**src/rtl/axi_rd_burst_issuer.sv**
```systemverilog
// AXI4 read burst issuer: turns held upstream requests into AR bursts, caps bursts in flight,
// and forwards the R channel as a stream. Define AXI_RRESP_CHECK_EN for sticky rd_error on bad rresp.
module axi_rd_burst_issuer #(
  parameter int  ADDR_W    = 64,
  parameter int  DATA_W    = 512,
  parameter int  MAX_OUTST = 8,
  localparam int CNT_W     = $clog2(MAX_OUTST) + 1
) (
  input  logic              clk,
  input  logic              rst,
  input  logic              start,
  input  logic              rd_req,
  input  logic [7:0]        rd_len,
  input  logic [ADDR_W-1:0] rd_address,
  output logic              rd_req_ack,
  output logic [ADDR_W-1:0] m_axi_araddr,
  output logic [7:0]        m_axi_arlen,
  output logic [2:0]        m_axi_arsize,
  output logic [1:0]        m_axi_arburst,
  output logic              m_axi_arvalid,
  input  logic              m_axi_arready,
  input  logic [DATA_W-1:0] m_axi_rdata,
  input  logic [1:0]        m_axi_rresp,
  input  logic              m_axi_rlast,
  input  logic              m_axi_rvalid,
  output logic              m_axi_rready,
  output logic [DATA_W-1:0] dout_data,
  output logic              dout_valid,
  input  logic              dout_ready,
  output logic [CNT_W-1:0]  outst_cnt,
  output logic [31:0]       beat_count,
  output logic              rd_error
);

  typedef enum logic [1:0] {IDLE, ISSUE, ACK} state_t;

  localparam logic [CNT_W-1:0] MAX_CNT = CNT_W'(MAX_OUTST);

  state_t state;
  logic   ar_hs;
  logic   beat;
  logic   last_beat;

  assign m_axi_rready  = dout_ready;
  assign dout_valid    = m_axi_rvalid;
  assign dout_data     = m_axi_rdata;
  assign m_axi_arsize  = 3'd6;
  assign m_axi_arburst = 2'b01;

  assign ar_hs     = m_axi_arvalid & m_axi_arready;
  assign beat      = m_axi_rvalid & dout_ready;
  assign last_beat = beat & m_axi_rlast;

  // Request FSM: IDLE captures, ISSUE holds AR until accepted, ACK gives upstream one cycle to advance
  always_ff @(posedge clk) begin
    if (rst) begin
      state         <= IDLE;
      m_axi_arvalid <= 1'b0;
      rd_req_ack    <= 1'b0;
      m_axi_araddr  <= '0;
      m_axi_arlen   <= '0;
    end else begin
      rd_req_ack <= 1'b0;
      case (state)
        IDLE: begin
          if (rd_req && (outst_cnt < MAX_CNT)) begin
            m_axi_araddr  <= rd_address;
            m_axi_arlen   <= rd_len;
            m_axi_arvalid <= 1'b1;
            state         <= ISSUE;
          end
        end
        ISSUE: begin
          if (m_axi_arready) begin
            m_axi_arvalid <= 1'b0;
            rd_req_ack    <= 1'b1;
            state         <= ACK;
          end
        end
        ACK:     state <= IDLE;
        default: state <= IDLE;
      endcase
    end
  end

  always_ff @(posedge clk) begin
    if (rst) begin
      outst_cnt <= '0;
    end else if (ar_hs && !last_beat) begin
      outst_cnt <= outst_cnt + 1'b1;
    end else if (last_beat && !ar_hs && (outst_cnt != '0)) begin
      outst_cnt <= outst_cnt - 1'b1;
    end
  end

  // An rlast with nothing in flight means the interconnect broke protocol
  always_ff @(posedge clk) begin
    if (!rst) begin
      assert (!(last_beat && !ar_hs && (outst_cnt == '0)));
    end
  end

  always_ff @(posedge clk) begin
    if (rst || start) begin
      beat_count <= '0;
    end else if (beat) begin
      beat_count <= beat_count + 32'd1;
    end
  end

`ifdef AXI_RRESP_CHECK_EN
  // Error beats take priority over start so a failure in the first cycle of a file is not lost
  always_ff @(posedge clk) begin
    if (rst) begin
      rd_error <= 1'b0;
    end else if (beat && (m_axi_rresp != 2'b00)) begin
      rd_error <= 1'b1;
    end else if (start) begin
      rd_error <= 1'b0;
    end
  end
`else
  logic unused_rresp;
  assign unused_rresp = ^m_axi_rresp;
  assign rd_error     = 1'b0;
`endif

endmodule
```
**config.mk**
```make
export PLATFORM = sky130hd
export DESIGN_NAME = axi_rd_burst_issuer
export DESIGN_NICKNAME = d
export VERILOG_FILES = /design/src/rtl/axi_rd_burst_issuer.sv
export SDC_FILE = /design/constraint.sdc
export NUM_CORES = 1
export LEC_CHECK = 0
export CELL_PAD_IN_SITES_DETAIL_PLACEMENT = 1
export CELL_PAD_IN_SITES_GLOBAL_PLACEMENT = 2
export CORE_AREA = 3 3 471 473
export DETAILED_ROUTE_END_ITERATION = 8
export DIE_AREA = 0 0 474 476
export PLACE_DENSITY = 0.4
export SETUP_SLACK_MARGIN = 0.3
export SLEW_MARGIN = 0
export SYNTH_ARGS = -nofsm -noshare
export SYNTH_HDL_FRONTEND = slang
export SYNTH_SLANG_ARGS = --single-unit
```
**constraint.sdc**
```tcl
create_clock -name clk -period 4.2 [get_ports clk]
set_input_delay 0.42 -clock clk [delete_from_list [all_inputs] [get_ports clk]]
set_output_delay 0.42 -clock clk [all_outputs]
set_load 0.005 [all_outputs]
```
==> results of run 1 <==
[power groups by stage]
stage	combinational, uW	clock [uW]	sequential [uW]
final	489	1080	1160
after global routing	553	1230	1170
after CTS	530	1250	1160
after detailed placement	527	0	1190
after global placement	527	0	1180
after floorplan	553	0	1190
[layout make-up]
class | count | area [sq um]
Clock inverter | 6 | 57.56
Antenna cell | 11 | 27.53
Sequential cell | 112 | 2242
Tap cell | 2854 | 3571
Timing Repair Buffer | 196 | 1972
Fill cell | 26001 | 207300
Inverter | 7 | 26.28
Clock buffer | 10 | 229.0
Multi-Input combinational cell | 386 | 1951
[stage by stage]
stage	cells	util [%]	power [uW]
after floorplan	1059	-	1739
after global placement	3555	4.491	1711
after detailed placement	3555	4.491	1713
after CTS	3571	4.623	2940
after global routing	3572	4.624	2953
final	3582	4.635	2733
[metal layers]
layer  track usage [%]  up-vias
li1                  -     2188
met1             3.468     2317
met2             11.01      759
met3             14.04      345
met4             5.764       34
met5             1.130        -
[worst max path at each step]
stage,slack [ns],depth (start not counted),to,startpoint
detailed placement,0.87,9,outst_cnt[3],dout_ready
floorplan,2.04,8,outst_cnt[3],m_axi_rvalid
global route,1.23,9,outst_cnt[3],dout_ready
global placement,0.86,9,outst_cnt[3],dout_ready
CTS,1.38,9,outst_cnt[3],dout_ready
finish,1.39,9,outst_cnt[3],dout_ready
[flip-flops by register name, indices dropped and copies added (netlist names)]
name           count
outst_cnt          4
m_axi_araddr      64
rd_req_ack         1
m_axi_arvalid      1
m_axi_arlen        8
state              2
beat_count        32
[critical path, cell delays in order]
cell and delay, ns:
clkdlybuf4s50_1 0.67, nand3_1 0.24, nor2b_1 0.33, inv_1 0.20, ha_1 0.32, a21o_1 0.18, a21oi_1 0.21, mux2i_1 0.23
mux2_2 0.35
[synth_stat cells (3+ instances only)]
| cell type | n | area (sq um) |
|---|---|---|
| and4_1 | 3 | 26.28 |
| or4_1 | 10 | 75.07 |
| nand3_1 | 14 | 70.07 |
| nor3_1 | 7 | 35.03 |
| dfxtp_1 | 112 | 2242 |
| buf_4 | 520 | 3904 |
| nand2_1 | 155 | 581.8 |
| nand4_1 | 9 | 56.30 |
| inv_1 | 7 | 26.28 |
| nor4_1 | 3 | 18.77 |
| nor2_1 | 18 | 67.56 |
| o21ai_0 | 11 | 55.05 |
| a21oi_1 | 97 | 485.5 |
| xor2_1 | 6 | 52.55 |
| ha_1 | 3 | 37.54 |
| o31ai_1 | 8 | 60.06 |
| or3_1 | 8 | 50.05 |
| clkbuf_1 | 29 | 108.9 |
| xnor2_1 | 6 | 52.55 |
[cell families after synthesis]
logic type / share of synthesized area [%]
and+or+nand+nor: 13.43
AOI/OAI and AO/OA: 7.468
buffers and inverters: 49.44
adders and majority gates: 0.6983
DFF: 27.20
xor gates and xnor gates: 1.275
muxes: 0.3946
other: 0.09111
==> metrics.md, run 1 <==
| Metric | Value |
|---|---|
| Hold depth | 2 |
| Pre-CTS WS | between 0.8 and 0.9 ns |
| Vias per inst | 1.575 |
| Commonest non-fill, non-tap cell in the layout | clkdlybuf4s50_1 |
| CTS tree | built |
| Worst Hold End | m_axi_araddr[61] |
| GPL Wtd Cong | ~0.66 |
| Met2 wire len | ~37000 um |
| CP Launch Type | input pin |
| I/O pin total | approximately 1200 |
| FF-to-FF path depth | 8 |
| Postcts setup bufs | 0 |
| Clk slew on worst S/H paths | 0.11 ns |
| Status | complete, no violations |
| Slew @ Worst Pin | between 0.8 and 0.9 ns |
| Share of layout cells above drive strength 1 | under 10% |
| Max FO, Critical Path | 7 |
| Crit path arrival time | approximately 3.2 ns |
| Metal3 WL | approximately 35000 um |
| DR vias | roughly 5600 |
| NetSw | approximately 960 uW |
| Ys async rst share | 0% |
| Cells after synthesis | ~1100 |
| Reg2Reg Setup Slack | between 1.5 and 2 ns |
| Hold_sp | m_axi_araddr[61] |
| Highest clock rate | 356.1 MHz |
| Slew Limit Headroom | between 40% and 50% |
| Post-route ant nets | 0 |
| Fin Setup TNS | 0 ns |
| Vias in the first global route | 5675 |
| Initial core utilization | between 3 and 4% |
| Port bufs | around 190 |
| Antenna violations before repair | 39 |
| Nets | approximately 1300 |
| Netlist cell types | 39 |
| Post-CTS Resized | 0 |
| Final hold violation count | 0 |
| Routed WL | around 95000 um |
| FF+latch count, synth | 112 |
| CP Class | in -> reg |
| Int Pwr | 1775 uW |
| Post-synth EDFFs | 0 |
| # rows | 171 |
| DR top layer | met5 |
| Cell area after synthesis | 0.008243 sq mm |
| Worst R2R Start | m_axi_arvalid |
| PD cells | 271.2 mW/mm^2 |
| Sw Share | 35.06% |
| Die H | 476 um |
| Unrepaired setup endpoints after global routing | false |
| Reg2reg end | outst_cnt[3] |
| Remaining DRCs | 0 |
| P_leak | about 0.0023 uW |
| Logic gate share of total power | between 15 and 20% |
| Final min period | approximately 2.8 ns |
| Area after DPL | approximately 0.0098 sq mm |
| Wire per inst | about 26 um |
| Max VDD drop | roughly 240 uV |
| Fin crit share | between 60% and 70% |
| Power share of the sequential group | a little over two fifths |
| Synth warn | 0 |
| Clock Power Share | between 30% and 40% |
| Root Buffer | clkbuf_16 |
| Hold WC Path Type | reg -> reg |
| Post-route cell area | a little over 0.01 sq mm |
| WHS | roughly 0.46 ns |
| Die width | between 400 and 500 um |
| Crit path capture type | flip-flop |
| Post-route setup slack | approximately 1.4 ns |
| DRT iter0 DRCs | between 150 and 200 |
| Most frequent cells in the layout | 190 x clkdlybuf4s50_1, 155 x nand2_1, 112 x dfxtp_1, 97 x a21oi_1, 18 x nor2_1 |
| Largest net degree at the start of global routing | 82 |
| Pre-antenna DRT Iters | 4 |
| H-tree depth | 3 |
| Worst path required time | ~4.6 ns |
| First-pass GRT wire length | 106900 um |
| # setup viols final | 0 |
| P&R area growth vs syn | 22.24% |
| Total die area | ~0.23 sq mm |
| Hold buffers post-CTS | 0 |
| Clock sinks | around 110 |
| Core Area | roughly 0.22 sq mm |
| Total of max-cap violations | 0 |
| Gr ovfl total | 0 |
| Post-DP HPWL | approximately 84000 um |
| Worst-Skew Late Latency | between 0.4 and 0.5 ns |
| Ys flop type | dfxtp_1 |
| Post-synthesis sequential area ratio | 27.20% |
| Worst clock skew | between 0.02 and 0.025 ns |
| Syn avg cell area | 7.813 sq um |
| Gr usage total | under 10% |
| Clock Tree Buf Depth | 2 |
| Num CTS Buffers | 9 |
| Wl on met1 | ~15000 um |
| Max Transition Viols Final | 0 |
No activity file was read; power rests on OpenSTA's default activity.
==> inputs of run 2 (changes only) <==
- CORE_AREA: 3 3 471 473 -> 3 3 479 481
- DIE_AREA: 0 0 474 476 -> 0 0 482 484
- PLACE_DENSITY: 0.4 -> 0.39
- clock period: 4.2 -> 2.7 ns (I/O delays scaled with it)
==> metrics.md, run 2 (synthesized netlist as in run 1, its figures left out) <==
| Metric | Value |
|---|---|
| Status | complete, no violations |
| Slew @ Worst Pin | 0.7162 ns (-0.1018 ns) |
| Max reg flops | 64 (unchanged) |
| Pre-CTS WS | 0.03013 ns (-0.8417 ns) |
| Gr ovfl total | 0 (unchanged) |
| Port bufs | 191 (unchanged) |
| Fin Setup TNS | 0 ns (unchanged) |
| Dpl cells | 3707 (+4.3%) |
| Hold buffers post-CTS | 0 (unchanged) |
| Final Power | 4180 uW (+53%) |
| Post-CTS Resized | 0 (unchanged) |
| Root Buffer | clkbuf_16 |
| Wire per inst | 25.84 um (-2.2%) |
| H-tree depth | 3 (unchanged) |
| Vias in the first global route | 5918 (+4.3%) |
| Postcts setup bufs | 0 (unchanged) |
| Max Transition Viols Final | 0 (unchanged) |
| Initial core utilization | 3.662% (-0.13 points) |
| CP Launch Type | flip-flop |
| I/O pin total | 1224 (unchanged) |
| GPL Wtd Cong | 0.6958 (+5.4%) |
| Routed WL | 96560 um (+2.0%) |
| CTS tree | built |
| Largest registers | m_axi_araddr (64), beat_count (32), m_axi_arlen (8) |
| Clock sinks | 112 (unchanged) |
| Post-route ant nets | 0 (unchanged) |
| DR vias | 5695 (+0.92%) |
| Clk slew on worst S/H paths | 0.09 ns (-0.02 ns) |
| Crit path arrival time | 2.57 ns (-0.58 ns) |
| Max VDD drop | 333.7 uV (+38%) |
| Total die area | 0.2333 sq mm (+3.4%) |
| WHS | 0.3384 ns (-0.1247 ns) |
| Unrepaired setup endpoints after global routing | false |
| Clock Tree Buf Depth | 2 (unchanged) |
| # setup viols final | 0 (unchanged) |
| Final hold violation count | 0 (unchanged) |
| Most frequent cells in the layout | 190 x clkdlybuf4s50_1, 155 x nand2_1, 112 x dfxtp_1, 97 x a21oi_1, 18 x nor2_1 |
| First-pass GRT wire length | 109700 um (+2.6%) |
| Crit path capture type | flip-flop |
| Worst-Skew Late Latency | 0.44 ns (-0.02 ns) |
| Pre-antenna DRT Iters | 4 (unchanged) |
| Fin crit share | about four fifths |
| Final min period | around 2.2 ns |
| Core Area | 0.2251 sq mm (+3.6%) |
| P&R area growth vs syn | 26.37% |
| Top reg by flops | m_axi_araddr |
| PD cells | 401.3 mW/mm^2 (+48%) |
| Highest clock rate | between 400 and 500 MHz |
| P_leak | 0.002405 uW (+3.6%) |
| Commonest non-fill, non-tap cell in the layout | clkdlybuf4s50_1 |
| Vias per inst | 1.524 (-3.3%) |
| Worst clock skew | 0.01485 ns (-0.008129 ns) |
| Total of max-cap violations | 0 (unchanged) |
| Share of layout cells above drive strength 1 | 6.430% (+1.8 points) |
| DRT iter0 DRCs | 284 (+43%) |
| Final Non-Filler Cells | 3737 (+4.3%) |
| Slew Limit Headroom | 52.25% (+6.8 points) |
| Largest net degree at the start of global routing | 82 (unchanged) |
| Remaining DRCs | 0 (unchanged) |
| Nets | 1324 (+1.1%) |
| Hold WC Path Type | in -> reg |
| Post-DP HPWL | 87200 um (+3.9%) |
| # rows | 174 (+1.8%) |
| Die width | 482 um (+1.7%) |
| Die H | 484 um (+1.7%) |
| Max FO, Critical Path | 12 (+5) |
| Gr usage total | 7.951% (-0.096 points) |
| Num CTS Buffers | 9 (unchanged) |
| Antenna violations before repair | 38 (-2.6%) |
| Post-route setup slack | 0.4862 ns (-0.9054 ns) |
| Worst path required time | 3.06 ns (-1.49 ns) |
| CP Class | reg -> reg |
-- run 2: cell types whose count changed in the layout (fill, tap and decap cells not counted), sizes merged --
cell	change
bufinv	+1
inv	-3
buf	+14
clkinv	+1
clkinvlp	+1
diode	+3
-- run 2: final cells by class --
class	instances	area, sq um
Fill cell	26932	214700
Clock inverter	6	75.07
Tap cell	2992	3744
Multi-Input combinational cell	386	1951
Antenna cell	14	35.03
Clock buffer	10	229.0
Timing Repair Buffer	210	2115
Inverter	7	26.28
Sequential cell	112	2242
-- run 2: metal layers --
layer	wire length [um]	share of wire (%)	GRT usage, %	vias to the layer above
li1	-	-	-	2205
met1	14100	15	3.232	2371
met2	40180	42	11.61	704
met3	33940	35	12.96	409
met4	8312	8.6	6.254	6
met5	31	0.032	0.1243	-
-- run 2: final timing paths --
| check | startpoint | to | depth (start not counted) | slack, ns |
|---|---|---|---|---|
| worst min register to register | m_axi_araddr[10] | m_axi_araddr[10] | 2 | 0.46 |
| worst min-delay path | rst | m_axi_araddr[22] | 3 | 0.34 |
| worst max-delay path | beat_count[9] | beat_count[23] | 5 | 0.49 |
| worst max register to register | beat_count[9] | beat_count[23] | 5 | 0.49 |
-- run 2: report_power, final --
group,internal [uW],total (uW),switching (uW)
registers,1750,1810,62.8
clock network,737,1590,852
logic,372,781,409
-- run 2: through the flow --
stage	util (%)	instance area, sq um
floorplan	-	8258
global placement	4.477	10080
detailed placement	4.477	10080
CTS	4.612	10380
global route	4.613	10380
finish	4.627	10420
-- run 2: worst max-delay path, stage by stage, from the launching register on --
cell and delay (ns):
dfxtp_1 0.47, nand4_1 0.21, or4_1 0.77, buf_4 0.25, or3_1 0.30, a21oi_1 0.15
==> inputs of run 3 (changes only) <==
- PLACE_DENSITY: 0.39 -> 0.41
- clock period: 2.7 -> 1.9 ns (I/O delays scaled with it)
==> metrics.md, run 3 (synthesized netlist as in run 1, its figures left out) <==
| Metric | Value |
|---|---|
| I/O pin total | 1224 (unchanged) |
| Post-route setup slack | 0.01792 ns (-0.4683 ns) |
| Pre-antenna DRT Iters | 4 (unchanged) |
| Fin crit share | 99.06% (+17 points) |
| Crit path arrival time | 2.25 ns (-0.32 ns) |
| # fillers | 26962 (+0.11%) |
| Port bufs | 191 (unchanged) |
| P_leak | 0.003039 uW (+26%) |
| Gr ovfl total | 0 (unchanged) |
| Status | complete, no violations |
| Final hold violation count | 0 (unchanged) |
| Unrepaired setup endpoints after global routing | true |
| PD cells | 548.2 mW/mm^2 (+37%) |
| Most frequent cells in the layout | 153 x nand2_1, 123 x clkdlybuf4s50_1, 87 x a21oi_1, 85 x dfxtp_1, 58 x buf_4 |
| Final Core Density | 4.917% (+0.29 points) |
| Total of max-cap violations | 0 (unchanged) |
| WHS | 0.2921 ns (-0.04636 ns) |
| Final min period | 1.882 ns (-0.3317 ns) |
| Clock Tree Buf Depth | 2 (unchanged) |
| Max VDD drop | 494.3 uV (+48%) |
| Worst-Skew Late Latency | 0.45 ns (about the same) |
| Top reg by flops | m_axi_araddr |
| Area of the multi-input gates | 0.002122 sq mm (+8.8%) |
| Critical path's slowest cell | or4_4 |
| Max incr delay on CP | 0.57 ns (-0.20 ns) |
| Share of layout cells above drive strength 1 | 21.53% (+15 points) |
| Final Non-Filler Cells | 3785 (+1.3%) |
| Fin Setup TNS | 0 ns (unchanged) |
| Initial core utilization | 3.662% (unchanged) |
| P&R area growth vs syn | 34.27% |
| Vias in the first global route | 6241 (+5.5%) |
| Die H | 484 um (unchanged) |
| Gr usage total | 8.368% (+0.42 points) |
| Root Buffer | clkbuf_16 |
| Highest clock rate | 531.3 MHz (+18%) |
| Num CTS Buffers | 9 (unchanged) |
| Max FO, Critical Path | 15 (+3) |
| Total die area | 0.2333 sq mm (unchanged) |
| Max reg flops | 64 (unchanged) |
| Wire per inst | 26.85 um (+3.9%) |
| Worst clock skew | 0.02480 ns (+0.009946 ns) |
| Worst path required time | 2.27 ns (-0.79 ns) |
| Worst path bufs/invs | 1 (unchanged) |
| CTS tree | built |
| Post-DP HPWL | 92080 um (+5.6%) |
| Largest registers | m_axi_araddr (64), beat_count (32), m_axi_arlen (8) |
| Clk slew on worst S/H paths | 0.12 ns (+0.03 ns) |
| Pre-CTS WS | -0.6207 ns (-0.6508 ns) |
| Antenna violations before repair | 26 (-32%) |
| Post-route ant nets | 0 (unchanged) |
| Die width | 482 um (unchanged) |
| GPL Wtd Cong | 0.6998 (+0.57%) |
| # rows | 174 (unchanged) |
| Clock sinks | 112 (unchanged) |
| FF+latch area | 0.002283 sq mm (+1.8%) |
| Cell family with most CP delay | simple AND/OR/NAND/NOR gates |
| CP Cell Sequence | nand4_1, or4_4, buf_12, or4_1, a21oi_2 |
| Core Area | 0.2251 sq mm (unchanged) |
| # setup viols final | 0 (unchanged) |
| Crit path capture type | flip-flop |
| CP Class | reg -> reg |
| DRT iter0 DRCs | 195 (-31%) |
| H-tree depth | 3 (unchanged) |
| Commonest non-fill, non-tap cell in the layout | nand2_1 |
| Remaining DRCs | 0 (unchanged) |
| Hold WC Path Type | in -> reg |
| Routed WL | 101600 um (+5.3%) |
| Max Transition Viols Final | 0 (unchanged) |
| Nets | 1378 (+4.1%) |
| Vias per inst | 1.548 (+1.6%) |
| Dpl cells | 3743 (+0.97%) |
| CP Launch Type | flip-flop |
| Largest net degree at the start of global routing | 36 (-56%) |
| First-pass GRT wire length | 115000 um (+4.9%) |
| DR vias | 5861 (+2.9%) |
==> run 3: cell types whose count changed in the layout (fill, tap and decap cells not counted), sizes merged <==
cell / change
buf: +59
bufinv: -1
clkdlybuf4s15: +9
clkdlybuf4s18: +1
clkdlybuf4s50: -67
clkinvlp: -1
diode: -6
dlygate4sd2: +51
dlygate4sd3: +1
inv: +2
==> run 3: worst paths after layout <==
kind                       to  slack (ns)              from  depth (start not counted)
max            beat_count[28]        0.02    beat_count[12]                          5
min          m_axi_araddr[41]        0.29    rd_address[41]                          3
max reg2reg    beat_count[28]        0.02    beat_count[12]                          5
min reg2reg  m_axi_araddr[13]        0.46  m_axi_araddr[13]                          2
==> run 3: worst reg2reg max path: cells and delay by family (launching register included) <==
family / cells / cell delay, ns
AO/OA/AOI/OAI: 1 / 0.12
flip-flops: 1 / 0.35
buffers and inverters: 1 / 0.16
AND/OR/NAND/NOR: 3 / 1.17
==> run 3: timing repair <==
item	4_1_cts	5_1_grt
hold endpoints to repair	2	0
hold buffers	1	0
pin swaps	3	11
gates cloned	1	0
endpoints found under the setup margin	107	30
resized for setup	107	30
buffers inserted	10	6
==> run 3: final cells by class <==
cell class	count	area share (%)
Tap cell	2992	33.82
Clock buffer	10	2.069
Clock inverter	6	0.5426
Antenna cell	8	0.1809
Multi-Input combinational cell	386	19.17
Timing Repair Buffer	264	23.34
Sequential cell	112	20.63
Inverter	7	0.2374
==> run 3: power by group <==
part	switching, uW	leakage (uW)	internal (uW)
clock	1380	0.000141	934
combinational	623	0.00197	561
sequential	86.6	0.000929	2480
==> run 3: routing by layer <==
layer / part of all wire, % / track usage (%) / vias to the layer above
li1: - / - / 2307
met1: 14 / 3.354 / 2439
met2: 40 / 11.85 / 752
met3: 38 / 14.55 / 351
met4: 7.7 / 6.039 / 12
met5: 0.079 / 0.1243 / -
==> run 3: per-stage QoR <==
step	cell area (sq um)	total power (uW)
after floorplan	8356	3857
after global placement	10470	3887
after detailed placement	10470	3886
after CTS	10900	6465
after global routing	11050	6554
final	11070	6067
